## src/rtl/op_phase_accumulator.sv

```systemverilog
// Per-operator phase accumulator (NCO core) for time-multiplexed operator slots.
// Optional feature macro: OPL2_PHASE_KEYON_RESET_EN (restart phase on key-on rising edge).
module op_phase_accumulator #(
  parameter int NUM_OPS         = 18,
  parameter int PHASE_ACC_WIDTH = 20,
  parameter int PHASE_OUT_WIDTH = 10,
  parameter int MOD_WIDTH       = 10,
  parameter int OP_W            = $clog2(NUM_OPS)
) (
  input  logic                       i_clk,
  input  logic                       i_reset,
  input  logic                       i_sample_clk_en,
  input  logic [OP_W-1:0]            i_op_num,
  input  logic [PHASE_ACC_WIDTH-1:0] i_phase_inc,
  input  logic                       i_key_on,
  input  logic [MOD_WIDTH-1:0]       i_modulation,
  output logic [PHASE_OUT_WIDTH-1:0] o_phase_out,
  output logic [OP_W-1:0]            o_op_num_out,
  output logic                       o_phase_valid
);

  localparam logic [OP_W-1:0] LAST_OP = OP_W'(NUM_OPS - 1);

  logic [PHASE_ACC_WIDTH-1:0] r_acc [NUM_OPS];
  logic [NUM_OPS-1:0]         r_key_prev;
  logic [PHASE_OUT_WIDTH-1:0] r_phase_out;
  logic [OP_W-1:0]            r_op_num_out;
  logic                       r_phase_valid;

  logic                       w_in_range;
  logic                       w_strobe;
  logic [OP_W-1:0]            w_idx;
  logic                       w_key_rise;
  logic [PHASE_ACC_WIDTH-1:0] w_acc_sum;
  logic [PHASE_ACC_WIDTH-1:0] w_acc_next;
  logic [PHASE_OUT_WIDTH-1:0] w_mod_ext;

  assign w_in_range = (i_op_num <= LAST_OP);
  assign w_strobe   = i_sample_clk_en & w_in_range;
  // Clamp the read index so an out-of-range op_num never addresses past the array.
  assign w_idx      = w_in_range ? i_op_num : '0;
  assign w_key_rise = i_key_on & ~r_key_prev[w_idx];
  assign w_acc_sum  = r_acc[w_idx] + i_phase_inc;

`ifdef OPL2_PHASE_KEYON_RESET_EN
  assign w_acc_next = w_key_rise ? '0 : w_acc_sum;
`else
  logic w_unused_key_rise;
  assign w_unused_key_rise = w_key_rise;
  assign w_acc_next        = w_acc_sum;
`endif

  generate
    if (MOD_WIDTH >= PHASE_OUT_WIDTH) begin : g_mod_trunc
      assign w_mod_ext = i_modulation[PHASE_OUT_WIDTH-1:0];
    end else begin : g_mod_sext
      assign w_mod_ext = {{(PHASE_OUT_WIDTH-MOD_WIDTH){i_modulation[MOD_WIDTH-1]}}, i_modulation};
    end
  endgenerate

  always_ff @(posedge i_clk or posedge i_reset) begin
    if (i_reset) begin
      for (int i = 0; i < NUM_OPS; i++) begin
        r_acc[i] <= '0;
      end
      r_key_prev    <= '0;
      r_phase_out   <= '0;
      r_op_num_out  <= '0;
      r_phase_valid <= 1'b0;
    end else begin
      r_phase_valid <= 1'b0;
      if (w_strobe) begin
        r_acc[w_idx]      <= w_acc_next;
        r_key_prev[w_idx] <= i_key_on;
        r_phase_valid     <= 1'b1;
        r_op_num_out      <= i_op_num;
        r_phase_out       <= w_acc_next[PHASE_ACC_WIDTH-1 -: PHASE_OUT_WIDTH] + w_mod_ext;
      end
    end
  end

  assign o_phase_out   = r_phase_out;
  assign o_op_num_out  = r_op_num_out;
  assign o_phase_valid = r_phase_valid;

endmodule

```

## config.mk

```make
export PLATFORM = sky130hd
export DESIGN_NAME = op_phase_accumulator
export DESIGN_NICKNAME = d
export VERILOG_FILES = /design/src/rtl/op_phase_accumulator.sv
export SDC_FILE = /design/constraint.sdc
export NUM_CORES = 1
export LEC_CHECK = 0
export BUFFER_PORTS_ARGS = -buffer_cell sky130_fd_sc_hd__buf_2
export CORE_MARGIN = 2
export CORE_UTILIZATION = 44
export CTS_CLUSTER_SIZE = 25
export DETAILED_ROUTE_END_ITERATION = 7
export PLACE_DENSITY_LB_ADDON = 0.1
export SYNTH_ARGS = -nofsm -noshare
export SYNTH_HDL_FRONTEND = slang
export SYNTH_SLANG_ARGS = --single-unit
```

## constraint.sdc

```tcl
create_clock -name i_clk -period 16.9 [get_ports i_clk]
set_input_delay 3.38 -clock i_clk [delete_from_list [all_inputs] [get_ports i_clk]]
set_output_delay 3.38 -clock i_clk [all_outputs]
set_load 0.01 [all_outputs]
```

# Word level (Yosys, flattened, before mapping)
# Cells that the tools add are included.
dict set report totals {
  reg_bits 376
  in_bits 39
  out_inout_bits 16
  wordCells 37
}
dict set report op_classes {
  addsub 2
  n_lt_le_gt_ge 3
  n_mux 8
  bitwise_logic 2
  reduce_logical 1
}
# operator count
set op_table {}
lappend op_table {{360-bit bitwise mux} 1}
lappend op_table {{20-bit binary-select mux with 5-bit select} 1}
lappend op_table {{20-bit demux with 5-bit select} 1}
lappend op_table {{20-bit 2-to-1 mux} 3}
lappend op_table {{20-bit adder} 1}
lappend op_table {{10-bit adder} 1}
lappend op_table {{6-bit >= comparator (second input constant)} 1}
lappend op_table {{6-bit by 1-bit < comparator with 1-bit output (second input constant)} 1}
lappend op_table {{5-bit NOT with 6-bit output} 1}
lappend op_table {{5-bit <= comparator (second input constant)} 1}
lappend op_table {{5-bit 2-to-1 mux} 1}
lappend op_table {{1-bit AND} 1}
lappend op_table {{1-bit logical AND} 1}
lappend op_table {{1-bit 2-to-1 mux} 1}

# Depth between registers and ports, before layout
dict set report logic_depth {
  depth_word 8
  ltp_mapped 30
  mapped_depth_nobuf 25
}

# Least setup slack after synthesis
# Ideal clock, no wire load.
dict set report synth_path {
  path_kind {input to register}
  from {input port i_op_num[0]}
  to {register r_phase_out[9], in the netlist o_phase_out[9]}
  setup_ns 0.126
  t_arrival_ns 9.169
  path_slack_ns 7.605
  cell_stages 26
  n_path_buf 6
  path_cell_list {buf_4 > clkbuf_1 > clkbuf_1 > clkbuf_1 > clkbuf_1 > a211oi_1 > o21ai_0 > nand4_1 > nor2_1 > ha_1 > a211oi_1 > o21bai_1 > and4_1 > o31ai_2 > nand2b_1 > a21oi_1 > xor2_1 > clkbuf_1 > inv_1 > ha_1 > a21oi_1 > a21oi_1 > o41ai_1 > mux2i_1 > a21oi_1 > a221o_1}
}
dict set report synth_via {
  elab_chain_cells 8
}
# element line_no
set synth_rtl {}
lappend synth_rtl {{from (decl)} 13} ;# input logic [OP_W-1:0] i_op_num,
lappend synth_rtl {{5-bit <= comparator} 38} ;# assign w_in_range = (i_op_num <= LAST_OP);
lappend synth_rtl {{5-bit 2-to-1 mux *} 41} ;# assign w_idx = w_in_range ? i_op_num : '0;
lappend synth_rtl {{5-bit NOT with 6-bit output (not written as such) *} 43} ;# assign w_acc_sum = r_acc[w_idx] + i_phase_inc;
lappend synth_rtl {{20-bit binary-select mux with 5-bit select *} 43}
lappend synth_rtl {{20-bit 2-to-1 mux (not written as such) * (2 in a row)} 43}
lappend synth_rtl {{20-bit adder *} 43}
lappend synth_rtl {{named net w_acc_next[12]} 35} ;# logic [PHASE_ACC_WIDTH-1:0] w_acc_next;
lappend synth_rtl {{10-bit adder *} 77} ;# r_phase_out <= w_acc_next[PHASE_ACC_WIDTH-1 -: PHASE_OUT_WIDTH] + w_mod_ext;
lappend synth_rtl {{to (signal assigned)} 77}
lappend synth_rtl {{to (decl)} 26} ;# logic [PHASE_OUT_WIDTH-1:0] r_phase_out;
# The timed path passes the listed nets; every way through them passes the cells marked *. The select of a mux whose other input is x is not followed.
# A chain may end at the register's enable or synchronous reset.

# Worst setup path after layout
# Same ends and word-level chain as after synthesis.

==> results.sh <==
export IMPL_tns_ns=0
export IMPL_fin_total_pwr_mw=3.148
export IMPL_wl_per_cell_um=21.94
export IMPL_synth_top_cell_by_area="dfrtp_1"
export IMPL_ir_drop_uv=75.06
export IMPL_critPathRequiredTime_ns=17.32
export IMPL_num_antenna_cells=0
export IMPL_drtPass1Iterations=5
export IMPL_final_min_clock_period_ns=10.06
export IMPL_dpl_hpwl_um=29200
export IMPL_drv_cap=0
export IMPL_yosys_cell_count_top_type="dfrtp_1"
export IMPL_synthTopCellsByArea="dfrtp_1 (54%), o21ai_0 (9.1%), nand2_1 (7.0%)"
export IMPL_final_antenna_net_count=0
export IMPL_status="completed"
export IMPL_cts_root_buffer="clkbuf_16"
export IMPL_cts_clk_slew_worst_paths_ns=0.06
export IMPL_initial_core_util=0.4485
export IMPL_cts_buffers=41
export IMPL_p_switching_mw=1.032
export IMPL_pwr_share_seq=0.439
export IMPL_area_delta_synth_final_pct=12.27
export IMPL_num_vias=13226
export IMPL_yosysUniqueCellTypes=63
export IMPL_dpl_cell_area_um2=18230
export IMPL_final_nets=1828
export IMPL_arrival_ns=10.48
export IMPL_cts_sinks=376
export IMPL_yosysSeqAreaShare=0.5391
export IMPL_tritoncts="done"
export IMPL_multi_input_area_um2=7497
export IMPL_cts_hold_buf=0
export IMPL_dp_cells=2232
export IMPL_setup_viol=0
export IMPL_crit_fanout=69
export IMPL_maxSlewViolCount=0
export IMPL_rsz0062_at_grt="false"
export IMPL_synthArstFlopShare=1.000
export IMPL_final_area_um2=19600
export IMPL_synth_top_area_share=0.5391
export IMPL_track_usage=0.2501
export IMPL_ys_warn_count=0
export IMPL_std_cell_rows=72
export IMPL_core_area_um2=38920
export IMPL_syn_area_um2=17450
export IMPL_hold_viol_final=0
export IMPL_synthCells=1760
export IMPL_p_sw_frac=0.3278
export IMPL_crit_path_start_kind="primary input"
export IMPL_crit_type="primary input to register"
export IMPL_postSynthAreaPerCell_um2=9.917
export IMPL_viasPerCell=5.728
export IMPL_worst_pin_slew_ns=1.223
export IMPL_first_global_vias=12851
export IMPL_power_leakage_nw=8.806
export IMPL_p_int_mw=2.116
export IMPL_fin_cells=2309
export IMPL_cts_repair_resized=0
export IMPL_ys_top_cells_by_count="dfrtp_1 (376), nand2_1 (325), o21ai_0 (317)"
export IMPL_cts_setup_buffers=0
export IMPL_dieArea_um2=41280
export IMPL_clock_fmax_mhz=99.43
export IMPL_drtIter0Drc=896
export IMPL_grt_overflow=0
export IMPL_regArea_um2=9409
export IMPL_fillers=3686
export IMPL_hold_path_class="register to register"
export IMPL_portBuffers=53
export IMPL_ios=55
export IMPL_gp_congestion=0.8244
export IMPL_end_kind="register"
export IMPL_clock_power_share=0.290
export IMPL_dominantRegCellSynth="dfrtp_1"
export IMPL_drive_gt1_frac=0.1480
export IMPL_clock_latency_ns=0.54
export IMPL_routed_wl_um=50670
export IMPL_grt_pass1_wl_um=78490
export IMPL_power_density_nw_per_um2=160.6
export IMPL_final_util=0.5035
export IMPL_combPwrFrac=0.271
export IMPL_fin_crit_sh=0.5951
export IMPL_ys_ff_latch=376
export IMPL_syn_num_nets=1830
export IMPL_finalClockSkew_ns=0.01100
export IMPL_post_route_drc_count=0
export IMPL_die_w_um=203.2
export IMPL_cts_buffer_depth=3
export IMPL_synth_edff_count=0
export IMPL_slew_headroom=0.1819
export IMPL_grt_max_degree=170
export IMPL_htreeDepth=2
export IMPL_fp_dieH_um=203.2
export IMPL_antenna_found_initial=0
==> through the flow <==
stage          hold WS, ns  setup slack [ns]
2_1_floorplan       0.4422             3.076
3_3_place_gp        0.4535             6.283
3_5_place_dp        0.4577             6.283
4_1_cts             0.4753             6.827
5_1_grt             0.4931             6.305
6_report            0.4703             6.842
==> state kept, by name (all words and copies together), names as in the netlist <==
register / cells
r_acc: 360
o_phase_valid: 1
o_op_num_out: 5
o_phase_out: 10
==> area by class of cell <==
type	count	area share
Inverter	16	0.003448
Clock buffer	69	0.06347
Sequential cell	376	0.4801
Tap cell	518	0.03307
Timing Repair Buffer	97	0.03135
Multi-Input combinational cell	1226	0.3826
Clock inverter	7	0.005938
==> cells in the final DEF, fill, tap and decap left out, drive strengths merged, types with 3 or more instances in the layout <==
cell type / instances
a21o: 6
nand3: 15
nor2: 30
a21oi: 22
xnor2: 10
nor2b: 62
o31ai: 3
o221ai: 17
dfrtp: 376
a211oi: 64
nand2: 325
and3: 6
o22ai: 61
inv: 16
o21bai: 5
nor3: 3
clkinv: 3
ha: 29
mux2i: 21
mux2: 90
bufinv: 3
a221oi: 15
nand2b: 5
nor3b: 5
clkbuf: 69
a221o: 6
xor2: 9
o21ai: 354
a311oi: 3
nand4: 18
buf: 97
a222oi: 5
o21a: 5
==> critical path, cell delays in order <==
cell,delay [ns]
buf_6,0.37
buf_4,0.51
buf_4,0.79
nor2b_1,0.12
a211oi_1,0.20
o21ai_0,0.13
nand4_1,0.12
nor2_1,0.05
ha_1,0.27
fa_1,0.45
a211oi_1,0.33
o21bai_1,0.20
and4_1,0.25
o31ai_2,0.47
nand2b_1,0.10
a21oi_1,0.20
xor2_1,0.16
buf_4,0.25
inv_1,0.07
ha_1,0.32
a21oi_1,0.22
a21oi_1,0.13
o41ai_1,0.58
mux2i_1,0.32
a21oi_1,0.09
a221o_1,0.32
==> power by group through the flow <==
stage          clock, mW  combinational (mW)  sequential (mW)
6_report           0.912               0.852             1.38
5_1_grt            0.965               0.973             1.42
4_1_cts            0.933               0.856             1.38
3_5_place_dp           0               0.853             1.40
3_3_place_gp           0               0.833             1.38
2_1_floorplan          0               0.630             1.37
==> cells by family (layout without fill, tap and decap cells) <==
logic type | Yosys count | in the layout | share of synthesized area
AND/OR/NAND/NOR | 481 | 481 | 0.1221
adder cells (fa/ha/maj) | 31 | 31 | 0.02308
AO/OA/AOI/OAI | 583 | 583 | 0.1998
buffers and inverters | 158 | 189 | 0.03505
XOR/XNOR | 19 | 19 | 0.009534
multiplexers | 112 | 112 | 0.07140
flip-flops | 376 | 376 | 0.5391
==> metal layers <==
layer,up-vias,GRT usage,share of wire
li1,6271,-,-
met1,6553,0.3642,0.48
met2,335,0.3954,0.45
met3,67,0.03547,0.051
met4,0,0.06126,0.018
met5,-,0,0
==> worst paths after layout <==
| path | startpoint | end | slack [ns] | depth (start not counted) |
|---|---|---|---|---|
| worst min-delay path | r_acc[310] | r_acc[310] | 0.47 | 2 |
| worst min register to register | r_acc[310] | r_acc[310] | 0.47 | 2 |
| max in group asynchronous | i_reset | r_acc[25] | 12.20 | 3 |
| min in group asynchronous | i_reset | r_acc[310] | 3.01 | 2 |
| worst max-delay path | i_op_num[0] | o_phase_out[9] | 6.84 | 26 |
| worst max register to register | r_acc[300] | o_phase_out[9] | 11.07 | 23 |
No activity file was read; power rests on OpenSTA's default activity.
